<file path="src/rtl/axi_stream_extract_header_pkg.sv">
// Shared types and byte-count helpers for the AXI-Stream header extractor.
package axi_stream_extract_header_pkg;

  localparam int MAX_BYTES = 64;

  typedef enum logic [1:0] {
    IDLE = 2'd0,
    BODY = 2'd1,
    TAIL = 2'd2
  } state_t;

  function automatic logic [7:0] popcount(input logic [MAX_BYTES-1:0] v);
    logic [7:0] c;
    c = '0;
    for (int i = 0; i < MAX_BYTES; i++) c = c + {7'd0, v[i]};
    return c;
  endfunction

  // Top n bits of a w-bit field set; callers truncate to w bits.
  function automatic logic [MAX_BYTES-1:0] msb_mask(input int unsigned n, input int unsigned w);
    logic [MAX_BYTES-1:0] m;
    m = '0;
    for (int unsigned i = 0; i < MAX_BYTES; i++)
      if ((i < w) && ((w - 1 - i) < n)) m[i] = 1'b1;
    return m;
  endfunction

  function automatic logic [MAX_BYTES-1:0] lsb_mask(input int unsigned n);
    logic [MAX_BYTES-1:0] m;
    m = '0;
    for (int unsigned i = 0; i < MAX_BYTES; i++)
      if (i < n) m[i] = 1'b1;
    return m;
  endfunction

endpackage

</file>
<file path="src/rtl/axi_stream_extract_header_realign.sv">
// Combines MSB-aligned residual bytes with the incoming beat and derives the next residual.
module axis_byte_realign #(
  parameter int DATA_WD      = 32,
  parameter int DATA_BYTE_WD = DATA_WD / 8,
  parameter int CNT_WD       = $clog2(DATA_BYTE_WD) + 1
) (
  input  logic [DATA_WD-1:0] i_res,
  input  logic [CNT_WD-1:0]  i_res_cnt,
  input  logic [DATA_WD-1:0] i_data,
  output logic [DATA_WD-1:0] o_data,
  output logic [DATA_WD-1:0] o_res_next
);

  localparam logic [CNT_WD-1:0] W_C = CNT_WD'(DATA_BYTE_WD);

  // Residual is zero below its R bytes, so an OR is enough to merge.
  assign o_data     = i_res | (i_data >> {i_res_cnt, 3'b000});
  assign o_res_next = i_data << {W_C - i_res_cnt, 3'b000};

endmodule

</file>
<file path="src/rtl/axi_stream_extract_header.sv">
// Strips an N-byte header off each AXI-Stream packet and realigns the payload.
// Optional packet counter output enabled by defining AXIS_EXTRACT_PKT_CNT_EN.
module axi_stream_extract_header
  import axi_stream_extract_header_pkg::*;
#(
  parameter int DATA_WD      = 32,
  parameter int DATA_BYTE_WD = DATA_WD / 8,
  parameter int BYTE_CNT_WD  = $clog2(DATA_BYTE_WD)
) (
  input  logic                    clk,
  input  logic                    rst_n,
`ifdef AXIS_EXTRACT_PKT_CNT_EN
  output logic [15:0]             pkt_cnt,
`endif
  input  logic                    valid_in,
  output logic                    ready_in,
  input  logic [DATA_WD-1:0]      data_in,
  input  logic [DATA_BYTE_WD-1:0] keep_in,
  input  logic                    last_in,
  input  logic [BYTE_CNT_WD-1:0]  byte_extract_cnt,
  output logic                    valid_out,
  input  logic                    ready_out,
  output logic [DATA_WD-1:0]      data_out,
  output logic [DATA_BYTE_WD-1:0] keep_out,
  output logic                    last_out,
  output logic                    valid_header,
  input  logic                    ready_header,
  output logic [DATA_WD-1:0]      data_header,
  output logic [DATA_BYTE_WD-1:0] keep_header
);

  localparam int CW = BYTE_CNT_WD + 1;
  localparam logic [CW-1:0] W_C = CW'(DATA_BYTE_WD);

  state_t                  r_state, w_state_nxt;
  logic [DATA_WD-1:0]      r_res, w_res_nxt;
  logic [CW-1:0]           r_res_cnt, w_res_cnt_nxt;
  logic [DATA_WD-1:0]      w_comb, w_res_shift;
  logic [CW-1:0]           w_n, w_b, w_rb, w_hdr_n;
  logic                    w_rdy_idle, w_hdr_load, w_pkt_done;
  logic                    r_valid_header;
  logic [DATA_WD-1:0]      r_data_header;
  logic [DATA_BYTE_WD-1:0] r_keep_header;

  assign w_n        = {1'b0, byte_extract_cnt} + {{BYTE_CNT_WD{1'b0}}, 1'b1};
  assign w_b        = CW'(popcount(MAX_BYTES'(keep_in)));
  assign w_rb       = r_res_cnt + w_b;
  assign w_rdy_idle = !r_valid_header || ready_header;

  axis_byte_realign #(
    .DATA_WD      (DATA_WD),
    .DATA_BYTE_WD (DATA_BYTE_WD),
    .CNT_WD       (CW)
  ) u_realign (
    .i_res      (r_res),
    .i_res_cnt  (r_res_cnt),
    .i_data     (data_in),
    .o_data     (w_comb),
    .o_res_next (w_res_shift)
  );

  always_ff @(posedge clk or negedge rst_n) begin
    if (!rst_n) begin
      r_state   <= IDLE;
      r_res     <= '0;
      r_res_cnt <= '0;
    end else begin
      r_state   <= w_state_nxt;
      r_res     <= w_res_nxt;
      r_res_cnt <= w_res_cnt_nxt;
    end
  end

  always_comb begin
    w_state_nxt   = r_state;
    ready_in      = 1'b0;
    valid_out     = 1'b0;
    data_out      = '0;
    keep_out      = '0;
    last_out      = 1'b0;
    w_hdr_load    = 1'b0;
    w_hdr_n       = w_n;
    w_res_nxt     = r_res;
    w_res_cnt_nxt = r_res_cnt;
    w_pkt_done    = 1'b0;
    unique case (r_state)
      IDLE: begin
        ready_in = w_rdy_idle;
        if (valid_in && w_rdy_idle) begin
          w_hdr_load = 1'b1;
          if (last_in && (w_b <= w_n)) begin
            // Short packet: everything goes to the header, no payload beat.
            w_hdr_n       = w_b;
            w_res_nxt     = '0;
            w_res_cnt_nxt = '0;
            w_pkt_done    = 1'b1;
          end else begin
            w_res_nxt = data_in << {w_n, 3'b000};
            if (last_in) begin
              w_res_cnt_nxt = w_b - w_n;
              w_state_nxt   = TAIL;
            end else begin
              w_res_cnt_nxt = W_C - w_n;
              w_state_nxt   = BODY;
            end
          end
        end
      end
      BODY: begin
        valid_out = valid_in;
        ready_in  = ready_out;
        data_out  = w_comb;
        keep_out  = '1;
        if (last_in && (w_rb <= W_C)) begin
          keep_out = DATA_BYTE_WD'(msb_mask(32'(w_rb), DATA_BYTE_WD));
          last_out = 1'b1;
          if (valid_in && ready_out) begin
            w_state_nxt = IDLE;
            w_pkt_done  = 1'b1;
          end
        end else if (valid_in && ready_out) begin
          w_res_nxt = w_res_shift;
          if (last_in) begin
            w_res_cnt_nxt = w_rb - W_C;
            w_state_nxt   = TAIL;
          end
        end
      end
      TAIL: begin
        valid_out = 1'b1;
        data_out  = r_res;
        keep_out  = DATA_BYTE_WD'(msb_mask(32'(r_res_cnt), DATA_BYTE_WD));
        last_out  = 1'b1;
        if (ready_out) begin
          w_state_nxt = IDLE;
          w_pkt_done  = 1'b1;
        end
      end
      default: w_state_nxt = IDLE;
    endcase
  end

  // Header channel: a new load wins over a same-cycle acceptance.
  always_ff @(posedge clk or negedge rst_n) begin
    if (!rst_n) begin
      r_valid_header <= 1'b0;
      r_data_header  <= '0;
      r_keep_header  <= '0;
    end else if (w_hdr_load) begin
      r_valid_header <= 1'b1;
      r_data_header  <= data_in >> {W_C - w_hdr_n, 3'b000};
      r_keep_header  <= DATA_BYTE_WD'(lsb_mask(32'(w_hdr_n)));
    end else if (ready_header) begin
      r_valid_header <= 1'b0;
    end
  end

  assign valid_header = r_valid_header;
  assign data_header  = r_data_header;
  assign keep_header  = r_keep_header;

`ifdef AXIS_EXTRACT_PKT_CNT_EN
  logic [15:0] r_pkt_cnt;
  always_ff @(posedge clk or negedge rst_n) begin
    if (!rst_n)          r_pkt_cnt <= '0;
    else if (w_pkt_done) r_pkt_cnt <= r_pkt_cnt + 16'd1;
  end
  assign pkt_cnt = r_pkt_cnt;
`else
  logic w_pkt_done_unused;
  assign w_pkt_done_unused = w_pkt_done;
`endif

endmodule

</file>
<file path="config.mk">
export PLATFORM = sky130hd
export DESIGN_NAME = axi_stream_extract_header
export DESIGN_NICKNAME = d
export VERILOG_FILES = /design/src/rtl/axi_stream_extract_header_pkg.sv /design/src/rtl/axi_stream_extract_header_realign.sv /design/src/rtl/axi_stream_extract_header.sv
export SDC_FILE = /design/constraint.sdc
export NUM_CORES = 1
export LEC_CHECK = 0
export ABC_AREA = 1
export BUFFER_PORTS_ARGS = -buffer_cell sky130_fd_sc_hd__buf_2
export CAP_MARGIN = 10
export CORE_MARGIN = 3
export CORE_UTILIZATION = 52
export DETAILED_ROUTE_END_ITERATION = 10
export PLACE_DENSITY = 0.78
export SETUP_SLACK_MARGIN = 0.5
export SLEW_MARGIN = 10
export SYNTH_ARGS = -nofsm -noshare
export SYNTH_HDL_FRONTEND = slang
export SYNTH_HIERARCHICAL = 1
export SYNTH_SLANG_ARGS = --single-unit
export TNS_END_PERCENT = 100
</file>
<file path="constraint.sdc">
create_clock -name clk -period 2.2 [get_ports clk]
set_input_delay 0.11 -clock clk [delete_from_list [all_inputs] [get_ports clk]]
set_output_delay 0.11 -clock clk [all_outputs]
set_load 0.02 [all_outputs]
</file>
==> results of run 1 <==
-- cells in the mapped netlist, types with 6 or more instances --
cell / number / area, um2
sky130_fd_sc_hd__nand2_1: 484 / 1820
sky130_fd_sc_hd__nand4_1: 15 / 93.8
sky130_fd_sc_hd__o31ai_1: 9 / 67.6
sky130_fd_sc_hd__nand3_1: 52 / 260
sky130_fd_sc_hd__clkbuf_1: 27 / 101
sky130_fd_sc_hd__inv_1: 100 / 375
sky130_fd_sc_hd__dfrtp_1: 74 / 1850
sky130_fd_sc_hd__a31oi_1: 18 / 113
sky130_fd_sc_hd__inv_2: 6 / 22.5
sky130_fd_sc_hd__a32oi_1: 8 / 70.1
sky130_fd_sc_hd__ha_1: 13 / 163
sky130_fd_sc_hd__a21o_1: 8 / 60.1
sky130_fd_sc_hd__o21bai_1: 8 / 60.1
sky130_fd_sc_hd__o21ai_0: 46 / 230
sky130_fd_sc_hd__a21oi_1: 58 / 290
sky130_fd_sc_hd__o21bai_2: 8 / 90.1
sky130_fd_sc_hd__nand2_2: 11 / 68.8
sky130_fd_sc_hd__buf_4: 7 / 52.6
sky130_fd_sc_hd__buf_2: 27 / 135
sky130_fd_sc_hd__o211ai_1: 19 / 143
sky130_fd_sc_hd__nand3b_1: 8 / 60.1
sky130_fd_sc_hd__nor2_1: 82 / 308
-- cell families after synthesis --
logic type | synth area share [%]
buf+inv | 10.9
fa+ha+maj | 3.33
xor+xnor | 0.131
compound gates | 18.0
simple gates | 40.0
flops | 27.7
-- repair_timing --
| action | CTS |
|---|---|
| setup endpoints to repair | 113 |
| hold endpoints to repair | 35 |
| hold buffers | 1 |
| cloned | 31 |
| resized for setup | 380 |
| pin swaps | 121 |
| setup buffers | 49 |
-- metrics by stage --
step	area [um2]	setup slack (ns)	setup TNS (ns)
CTS	10700	-0.393	-14.76
global placement	7940	-0.529	-35.09
floorplan	6880	-0.320	-17.85
detailed placement	7940	-0.628	-39.73
-- layer usage --
metal  global-route usage, %  overflow
met1                    79.0         3
met2                    96.0        96
met3                    67.7         2
met4                    86.4        78
met5                    30.1         0
==> Implementation_results.wiki, run 1 <==
{| class="wikitable"
! Metric !! Value
|-
| Sum of net half-perimeters after detailed placement || 16300 um
|-
| FFs w/ async S/R, synth || 100%
|-
| Number of buffers created by CTS || 9
|-
| I/O pin count || 120
|-
| Height of the chip || 119 um
|-
| Placer's final routability congestion estimate || 0.996
|-
| Flop and latch count out of synthesis || 74
|-
| Synthesized Nets || 1177
|-
| Mean post-synth cell area || 5.99 um2
|-
| Worst endpoint type || output port
|-
| Congestion Overflow GR || 179
|-
| Starting density of the core || 54.4%
|-
| Syn. warnings || 6
|-
| Synthesized instance count || 1117
|-
| Largest net degree at the start of global routing || 49
|-
| Buffers from clock root to sink, at most || 2
|-
| Global router's overall resource usage || about four fifths
|-
| Clock tree root buffer cell || sky130_fd_sc_hd__clkbuf_16
|-
| H-tree depth || 3
|-
| Total standard cell area after synthesis || 6690 um2
|-
| Error that ended the run || [ERROR GRT-0232] Routing congestion too high. Check the congestion heatmap in the GUI.
|-
| Sequential element share of the synthesized area || 27.7%
|-
| Placed Cells incl. Taps || 1402
|-
| Library cells used by synthesis || 38
|-
| Worst-slack endpoint at the end of global-route timing repair || keep_out[3]
|-
| Outcome || stopped before the end
|-
| Sinks on the clock net || 74
|-
| Die width || 119 um
|-
| Standard-cell rows || 40
|-
| Count of buffers from port buffering || 119
|-
| Number of synthesized flops with an enable pin || 0
|-
| Last stage reached || global routing (5_1_grt)
|-
| Most instantiated flip-flop cell in the synthesis netlist || sky130_fd_sc_hd__dfrtp_1
|}
==> run 2: changes to the inputs <==
--- a/config.mk
+++ b/config.mk
@@ -9,10 +9,9 @@
 export BUFFER_PORTS_ARGS = -buffer_cell sky130_fd_sc_hd__buf_2
 export CAP_MARGIN = 10
 export CORE_MARGIN = 3
-export CORE_UTILIZATION = 52
+export CORE_UTILIZATION = 40
 export DETAILED_ROUTE_END_ITERATION = 10
-export PLACE_DENSITY = 0.78
-export SETUP_SLACK_MARGIN = 0.5
+export PLACE_DENSITY_LB_ADDON = 0.15
 export SLEW_MARGIN = 10
 export SYNTH_ARGS = -nofsm -noshare
 export SYNTH_HDL_FRONTEND = slang
==> constraint.sdc (replaced) <==
create_clock -name clk -period 2.9 [get_ports clk]
set_input_delay 0.145 -clock clk [delete_from_list [all_inputs] [get_ports clk]]
set_output_delay 0.145 -clock clk [all_outputs]
set_load 0.02 [all_outputs]
==> Implementation_results.wiki, run 2 <==
{| class="wikitable"
! Metric !! Value
|-
| Sw Share || ~54%
|-
| Number of synthesized flops with an enable pin || 0 (unchanged)
|-
| Setup violation total in the final timing report || 0
|-
| Proportion of layout cells with a drive suffix above 1 || 18.3%
|-
| Final routed wirelength across all metal layers || 23400 um
|-
| Tightest Pin Transition || 1.04 ns
|-
| Initial antenna violation count || 0
|-
| Sequential fraction of design power || between 20 and 25%
|-
| DR pass1 iterations || 5
|-
| Area of the core region || 16100 um2
|-
| Most instantiated flip-flop cell in the synthesis netlist || sky130_fd_sc_hd__dfrtp_1
|-
| Detailed-route wire length per cell || 16.2 um
|-
| Synthesized instance count || 1117 (unchanged)
|-
| Standard-cell rows || 46 (+15%)
|-
| Most used cell along the critical path || sky130_fd_sc_hd__nand2_1
|-
| Post-CTS Hold Fix Bufs || 0 (-1)
|-
| Buffers from clock root to sink, at most || 2 (unchanged)
|-
| Total standard cell area after synthesis || 6690 um2 (unchanged)
|-
| Insertion delay to the later sink of the worst-skew pair || 0.36 ns
|-
| Starting density of the core || 41.5% (-13 points)
|-
| Sinks on the clock net || 74 (unchanged)
|-
| Largest net degree at the start of global routing || 75
|-
| Die Area || 18300 um2
|-
| Data arrival time of the critical path || 2.59 ns
|-
| Number of buffers created by CTS || 9 (unchanged)
|-
| Sum of net half-perimeters after detailed placement || 16900 um (+3.6%)
|-
| Max-slew violation total from the final report || 0
|-
| Count of buffers from port buffering || 119 (unchanged)
|-
| Synth-to-Final Area Change || 19.8%
|-
| Residual DRC || 0
|-
| Most common cell in the synthesized netlist || sky130_fd_sc_hd__nand2_1
|-
| FFs w/ async S/R, synth || 100% (unchanged)
|-
| R2R depth || 11
|-
| Clock period minus final worst setup slack || 2.73 ns
|-
| Cell with the largest stage delay on the worst path || sky130_fd_sc_hd__fa_1
|-
| Category of the most critical setup path || input pin to output pin
|-
| Ratio of total power to cell area || 1110 nW/um2
|-
| Commonest cells after routing, fill and taps aside || sky130_fd_sc_hd__nand2_1, sky130_fd_sc_hd__buf_2, sky130_fd_sc_hd__inv_1
|-
| Post-synth top cells || sky130_fd_sc_hd__nand2_1, sky130_fd_sc_hd__inv_1, sky130_fd_sc_hd__nor2_1, sky130_fd_sc_hd__dfrtp_1, sky130_fd_sc_hd__a21oi_1
|-
| Global router's overall resource usage || 25.3%
|-
| Initial drt markers || about 760
|-
| Via density || 5.31
|-
| Outcome || finished, violations left
|-
| Required time at the worst-slack endpoint || between 2 and 3 ns
|-
| Layout Nets || 1289
|-
| Library cells used by synthesis || 38 (unchanged)
|-
| Fmax || 366 MHz
|-
| Part of the total power dissipated in combinational logic || 66.4%
|-
| Clock network fraction of design power || approximately an eighth
|-
| Commonest non-fill, non-tap cell in the layout || sky130_fd_sc_hd__nand2_1
|-
| Worst Hold Slack || -0.0364 ns
|-
| MaxCap Viol Count || 0
|-
| I/O pin count || 120 (unchanged)
|-
| Worst IR Drop VDD || between 0.0008 and 0.0009 V
|-
| Design internal power || 4.09 mW
|-
| Clk_skew || 0.00903 ns
|-
| Syn. warnings || 6 (unchanged)
|-
| Final ANT Viol Nets || 0
|-
| Static leakage || 4.37 nW
|-
| Worst min-delay path class || input pin to async pin
|-
| Count of cell instances traversed by the critical path || 13
|-
| Flop and latch count out of synthesis || 74 (unchanged)
|-
| Fraction of post-synthesis cell area in the top cell type by area || 27.7% (unchanged)
|-
| Hold Vio Cnt, Final || 36
|-
| Via count || approximately 7.7k
|-
| Cell-by-cell listing of the critical path || buf_2 > fa_1 > ha_2 > ha_4 > fa_2 > xnor2_2 > nand2_1 > o211ai_1 > inv_1 > o211ai_1 > nand2_1 > nand2_1 > buf_2
|-
| Antenna diode instance count || 0
|-
| CP top delay family || adder cells
|-
| DP Worst Slack || -0.148 ns (+0.479 ns)
|-
| Post-route setup slack || around 0.17 ns
|-
| Filler cell count in the final layout || 1755
|-
| Height of the chip || 135 um (+13%)
|-
| Violated checks || hold timing
|-
| Worst path buffer plus inverter count || 3
|-
| Clock slew at the register clock pins of the worst setup and hold paths || 0.07 ns
|-
| TritonCTS clock tree || yes
|-
| Final critical-path share of the clock period || 94.3%
|-
| Wire length of the first global-routing pass || 36900 um
|-
| Die width || 135 um (+13%)
|-
| PnR Total Power || 8.88 mW
|-
| Congestion Overflow GR || 0
|-
| Sequential element share of the synthesized area || 27.7% (unchanged)
|-
| Delay contributed by the slowest stage of the critical path || 0.60 ns
|-
| Placer's final routability congestion estimate || 0.902 (-9.4%)
|-
| Startpoint kind of the worst setup timing path || input pin
|-
| H-tree depth || 3 (unchanged)
|-
| Synthesized Nets || 1177 (unchanged)
|-
| Switch Pwr || 4.78 mW
|-
| Leading area contributor after synthesis || sky130_fd_sc_hd__dfrtp_1
|-
| Top cells by area in the synthesized netlist || sky130_fd_sc_hd__dfrtp_1, sky130_fd_sc_hd__nand2_1, sky130_fd_sc_hd__inv_1
|-
| Worst-path fanout max || 3
|-
| Worst slew margin || 30.5%
|-
| Sort of element at the end of the critical path || output pin
|-
| Final core utilization || approximately half
|-
| Mean post-synth cell area || 5.99 um2 (unchanged)
|-
| Via count of the first global-routing pass || 6861
|-
| Clock tree root buffer cell || sky130_fd_sc_hd__clkbuf_16
|}
## run 2: cell counts after synthesis
No cell type changed its count.
## run 2: power by group through the flow
stage          Clock, mW  Sequential [mW]  Combinational [mW]
5_1_grt             1.22             1.88                6.54
6_report            1.16             1.83                5.89
4_1_cts             1.17             1.82                5.78
2_1_floorplan          0             2.00                3.88
3_5_place_dp           0             1.84                5.75
3_3_place_gp           0             1.84                5.72
## run 2: cells by family after synthesis
logic type	count (synthesis)	synth area share (%)
and+or+nand+nor	660	40.0
AOI/OAI and AO/OA	192	18.0
buffers and inverters	174	10.9
DFF	74	27.7
adders and majority gates	16	3.33
xor gates and xnor gates	1	0.131
## run 2: metrics by stage
stage	instances	cell area, um2	TNS [ns]
2_1_floorplan	1117	6690	0
3_3_place_gp	1429	7630	-0.897
3_5_place_dp	1429	7630	-1.92
4_1_cts	1445	7930	0
5_1_grt	1450	8020	-0.0272
6_report	1450	8020	0
## run 2: worst paths after layout
kind | from | to | slack [ns]
hold / removal | rst_n | r_res[4] | -0.04
setup / recovery | keep_in[3] | keep_out[3] | 0.17
max in group asynchronous | rst_n | keep_header[0] | 2.26
min in group clk | ready_header | valid_header | 0.08
hold reg to reg | keep_header[0] | keep_header[0] | 0.48
setup reg to reg | r_res_cnt[0] | r_res[31] | 0.68
## run 2: area by class of cell
| class | count | area [um2] | share of cell area, % |
|---|---|---|---|
| Tap cell | 216 | 270 | 3.37 |
| Multi-Input combinational cell | 869 | 4170 | 51.9 |
| Clock buffer | 9 | 225 | 2.81 |
| Clock inverter | 7 | 65.1 | 0.811 |
| Timing Repair Buffer | 168 | 1040 | 13.0 |
| Inverter | 107 | 402 | 5.01 |
| Sequential cell | 74 | 1850 | 23.1 |
## run 2: what timing repair did
| action | CTS | global route |
|---|---|---|
| endpoints found under the setup margin | 0 | 14 |
| setup buffers | 0 | 5 |
| gates resized for setup | 0 | 9 |
## run 2: routing by layer
layer	vias to the layer above	GRT usage (%)	share of wire, %
met5	-	0	0
met3	25	4.05	6.1
li1	3807	-	-
met4	0	6.55	1.7
met1	3619	35.9	46
met2	253	40.2	46
Power figures use the tool's default switching activity.
